--- config.mk ---
export PLATFORM = sky130hd
export DESIGN_NAME = cameralink_n_x_7to1_sdr_tx
export DESIGN_NICKNAME = d
export VERILOG_FILES = /design/src/rtl/cameralink_n_x_7to1_sdr_tx.sv
export SDC_FILE = /design/constraint.sdc
export NUM_CORES = 1
export LEC_CHECK = 0
export CORE_AREA = 2 2 129 131
export CTS_BUF_LIST = sky130_fd_sc_hd__clkbuf_4 sky130_fd_sc_hd__clkbuf_8
export DETAILED_ROUTE_END_ITERATION = 12
export DIE_AREA = 0 0 131 133
export PLACE_DENSITY = 0.68
export SLEW_MARGIN = 20
export SYNTH_ARGS = -nofsm -noshare
export SYNTH_HDL_FRONTEND = slang
export SYNTH_SLANG_ARGS = --single-unit
--- constraint.sdc ---
create_clock -name ser_clk_in -period 10.1 [get_ports ser_clk_in]
set_input_delay 1.515 -clock ser_clk_in [delete_from_list [all_inputs] [get_ports ser_clk_in]]
set_output_delay 1.515 -clock ser_clk_in [all_outputs]
set_load 0.01 [all_outputs]
--- src/rtl/cameralink_n_x_7to1_sdr_tx.sv ---
// CameraLink 7:1 serializer: a 2-entry pixel FIFO feeds a word register that is
// shifted out MSB-first on every data lane, with a 1100011 clock lane per channel.
`timescale 1ns/1ps

module cameralink_n_x_7to1_sdr_tx #(
    parameter int CAMERALINK_MODE = 2,
    parameter int CAMERALINK_CHAL = 4,
    parameter int UFLOW_CNT_W     = 16
) (
    input  logic                                          ser_clk_in,
    input  logic                                          reset_n,
    input  logic                                          tx_en,
    input  logic [CAMERALINK_MODE*CAMERALINK_CHAL*7-1:0]  data_in,
    input  logic                                          data_valid,
    output logic                                          data_ready,
    output logic [CAMERALINK_MODE*CAMERALINK_CHAL-1:0]    data_out_ser,
    output logic [CAMERALINK_MODE-1:0]                    clk_out_ser,
    output logic                                          pixel_clk_en,
    output logic                                          underflow,
    output logic [UFLOW_CNT_W-1:0]                        underflow_cnt
);

    localparam int LANES = CAMERALINK_MODE * CAMERALINK_CHAL;
    localparam logic [6:0] CLK_PATTERN = 7'b1100011;
    localparam logic [UFLOW_CNT_W-1:0] CNT_ONE = 1;

    typedef logic [LANES-1:0][6:0] word_t;

    logic [2:0]       phase;
    logic [1:0]       count;
    word_t            slot0;
    word_t            slot1;
    word_t            word_q;
    logic             push;
    logic             pop;
    logic             load;
    logic             starve;
    logic [LANES-1:0] ser_bits;
    logic             clk_bit;

    // Selects the bit of a 7-bit lane word that goes out in the given phase.
    function automatic logic pick_bit(input logic [6:0] lane, input logic [2:0] ph);
        logic [2:0] idx;
        idx = 3'd6 - ph;
        return lane[idx];
    endfunction

    assign data_ready = (count < 2'd2);
    assign push       = data_valid && data_ready;
    assign load       = (phase == 3'd6);
    assign pop        = load && tx_en && (count != 2'd0);
    assign starve     = load && tx_en && (count == 2'd0);

    always_ff @(posedge ser_clk_in or negedge reset_n) begin
        if (!reset_n) begin
            count <= 2'd0;
        end else if (push && !pop) begin
            count <= count + 2'd1;
        end else if (pop && !push) begin
            count <= count - 2'd1;
        end
    end

    // Push together with pop only happens at count 1, so the new word becomes the head.
    always_ff @(posedge ser_clk_in) begin
        if (pop && push) begin
            slot0 <= data_in;
        end else if (pop) begin
            slot0 <= slot1;
        end else if (push) begin
            if (count == 2'd0) begin
                slot0 <= data_in;
            end else begin
                slot1 <= data_in;
            end
        end
    end

    for (genvar k = 0; k < LANES; k++) begin : g_lane
        assign ser_bits[k] = pick_bit(word_q[k], phase);
    end

    assign clk_bit = pick_bit(CLK_PATTERN, phase);

    always_ff @(posedge ser_clk_in or negedge reset_n) begin
        if (!reset_n) begin
            phase        <= 3'd0;
            word_q       <= '0;
            data_out_ser <= '0;
            clk_out_ser  <= '0;
            pixel_clk_en <= 1'b0;
        end else begin
            phase <= load ? 3'd0 : phase + 3'd1;
            if (load) begin
                word_q <= pop ? slot0 : '0;
            end
            data_out_ser <= ser_bits;
            clk_out_ser  <= {CAMERALINK_MODE{clk_bit}};
            pixel_clk_en <= (phase == 3'd0);
        end
    end

    always_ff @(posedge ser_clk_in or negedge reset_n) begin
        if (!reset_n) begin
            underflow     <= 1'b0;
            underflow_cnt <= '0;
        end else if (starve) begin
            underflow <= 1'b1;
            if (underflow_cnt != '1) begin
                underflow_cnt <= underflow_cnt + CNT_ONE;
            end
        end
    end

endmodule

==> results.py <==
metrics = {
    "setup_path": {
        "crit_path_top_delay_cell": "dfrtp_1",
        "critPathLaunchType": "flip-flop",
        "cp_max_fo": 57,
        "crit_top_cell": "ha_1",
        "critPathKind": "flip-flop to flip-flop",
        "cp.arrival_ns": 4.47,
        "ff2ff_setup_slack_ns": 5.83,
        "worst_ep_required_time_ns": 10.30,
        "r2r_end": "slot0[31]",
        "path_delay_family": "buffers and inverters",
        "cp_num_buf_inv": 3,
        "r2r_start": "phase[0]",
        "max_stage_delay_ns": 1.03,
        "crit_path_cell_trace": "inv_1 > ha_1 > and3_2 > o21ai_2 > inv_2 > ha_1 > nor2_4 > buf_4 > mux2_2",
        "worstSetupEndpointType": "flip-flop",
        "reg2regPathDepth": 9,
    },
    "global_routing": {
        "grt_pass1_wl_mm": 22.8,
        "grtUsageMet2_pct": 27.5,
        "antenna_found_initial": 0,
        "grtUsageTotal_pct": 17.3,
        "grt_max_degree": 89,
        "grt_use_met3_pct": 4.53,
        "grt-busiest-layer": "met2",
        "overflow": 0,
        "grt_use_met1_pct": 23.3,
        "first_global_vias": 4445,
    },
    "timing": {
        "rsz0062_at_grt": "no",
        "worst_pin_slew_ns": 1.03,
        "fmax_mhz": 234,
        "period_share_pct": 42.2,
        "hold_viol": 0,
        "max_slew_margin_pct": 31.2,
        "setup_violations": 0,
        "worst_slack_ns": 5.83,
        "fin_crit_ns": 4.27,
        "fin_skew_ns": 0.0150,
        "final_max_slew_viol_count": 0,
        "tns_ns": 0,
    },
    "min_path": {
        "min_path_cells": 1,
        "min_to": "word_q[33]",
        "worstHoldStart": "slot0[33]",
        "hold_class": "flip-flop to flip-flop",
    },
    "clock_network": {
        "root_buffer": "clkbuf_8",
        "cts_setup_buffers": 0,
        "clock_latency_ns": 0.46,
        "cts_max_path_buffers": 2,
        "cts_resized": 0,
        "cts_hold_buf": 0,
        "htree_levels": 4,
        "cts.sinks": 200,
        "cts_tree": "built",
        "cts-buffers-inserted": 17,
        "clk_pin_slew_worst_paths_ns": 0.10,
    },
    "finish": {
        "utilization_pct": 57.9,
        "nFillCells": 1256,
        "final_cell_count_no_fill": 793,
        "fin_nets": 626,
        "final_common_cell": "edfxtp_1",
        "seq_area_mm2": 0.00557,
        "n_antenna_cell": 0,
        "multi_input_area_mm2": 0.00218,
        "drive_gt1_share_pct": 20.8,
        "area_growth_pct": 18.5,
        "layout_common_cells": "112 x edfxtp_1, 88 x dfrtp_1, 87 x clkdlybuf4s50_1, 57 x mux2_2, 56 x a22o_1",
        "fin_area_mm2": 0.00937,
    },
    "yosys": {
        "yosysSeqAreaShare_pct": 70.4,
        "ys_seq_elements": 200,
        "synth_area_per_cell_um2": 16.6,
        "synth_top_area_share_pct": 42.5,
        "yosysWarnings": 0,
        "synthFlopType": "edfxtp_1",
        "synth-edff-count": 112,
        "netlist_area_mm2": 0.00791,
        "syn_inst": 476,
        "synth_top_cell_by_area": "edfxtp_1",
        "async_flop_share_pct": 44.0,
        "synth_area_leaders": "edfxtp_1 43%, dfrtp_1 28%, mux2_2 8.1%",
        "syn_nets": 542,
        "synth_cell_type_count": 40,
    },
    "status": {
        "status": "finished clean",
    },
    "drt": {
        "drt_iter0_markers": 221,
        "first_pass_iters": 4,
        "wire_per_inst_um": 17.1,
        "vias": 4212,
        "routed_via_density": 5.31,
        "routed_wl_mm": 13.6,
        "remaining_drc_errors": 0,
        "antenna_left": 0,
    },
    "place": {
        "dp_hpwl_mm": 8.33,
        "dpl_cell_area_mm2": 0.00895,
        "port_buffers": 88,
        "place_inst": 761,
        "dp_slack_ns": 5.47,
        "routabilityCongestion": 0.792,
    },
    "floorplan": {
        "start_util_pct": 48.9,
        "core-area_mm2": 0.0162,
        "rows": 47,
        "die_h_um": 133,
        "die_w_um": 131,
        "die_area_mm2": 0.0174,
        "boundaryPins": 89,
    },
    "power": {
        "p_leak_nw": 3.59,
        "power_density_mw_per_mm2": 201,
        "peakVddDrop_mv": 0.104,
    },
    "job": {
        "maxCapViolations": 0,
    },
}
[worst max-delay path by stage]
stage              from         to  slack [ns]  cells past startpoint
2_1_floorplan     tx_en   slot1[0]        5.91                      6
3_3_place_gp      tx_en  slot0[14]        5.57                      8
3_5_place_dp      tx_en   slot0[7]        5.47                      8
4_1_cts        phase[0]   slot0[7]        5.81                      9
5_1_grt        phase[0]  slot0[54]        5.46                      9
6_report       phase[0]  slot0[31]        5.83                      9
[logic make-up (layout without fill, tap and decap cells)]
kind of cell	after synthesis	count (layout)	share of synthesized area, %
mux	74	74	11.5
xor+xnor	16	16	1.77
simple gates	66	66	5.14
compound gates	80	80	7.79
buf+inv	34	131	2.41
fa+ha+maj	6	6	0.950
flops	200	200	70.4
[layout make-up]
type	instances	area share, %
Sequential cell	200	59.4
Tap cell	220	2.94
Clock buffer	25	3.47
Timing Repair Buffer	92	9.73
Multi-Input combinational cell	242	23.2
Inverter	7	0.280
Clock inverter	7	0.961
[state kept, by name, indices dropped and copies added (netlist names)]
| name | count |
|---|---|
| data_out_ser | 8 |
| clk_out_ser | 1 |
| slot0 | 56 |
| word_q | 56 |
| underflow | 1 |
| phase | 3 |
| count | 2 |
| pixel_clk_en | 1 |
| slot1 | 56 |
| underflow_cnt | 16 |
[per-layer routing]
metal / share of wire (%) / vias up
met5: 0 / -
met2: 52 / 83
met3: 3.8 / 11
li1: - / 1981
met1: 44 / 2137
met4: 0.91 / 0
[power breakdown]
group / total (mW) / switching [mW] / internal, mW / leakage [nW]
Sequential: 1.14 / 0.0752 / 1.07 / 2.19
Clock: 0.521 / 0.260 / 0.261 / 0.221
Combinational: 0.225 / 0.109 / 0.116 / 1.17
[stage by stage]
step / hold WS [ns] / total power, mW
finish: 0.456 / 1.89
floorplan: 0.443 / 1.27
CTS: 0.460 / 1.91
global placement: 0.449 / 1.38
detailed placement: 0.450 / 1.39
global route: 0.481 / 1.98
[synthesized netlist by cell type, types with 9 or more instances]
| cell | n |
|---|---|
| nand2_1 | 19 |
| o21ai_0 | 13 |
| dfrtp_1 | 88 |
| xor2_1 | 15 |
| a21oi_1 | 9 |
| mux2_2 | 57 |
| a22o_1 | 56 |
| nor2_1 | 12 |
| edfxtp_1 | 112 |
| mux2i_1 | 9 |
| clkbuf_1 | 10 |
[worst register-to-register path, delay by kind of cell, from the launching register on]
kind / cells / cell delay (ns)
buf+inv: 3 / 1.23
simple gates: 2 / 0.38
compound gates: 1 / 0.15
mux: 1 / 0.45
fa+ha+maj: 2 / 0.79
flops: 1 / 1.03
(Power assumes the default switching activity.)
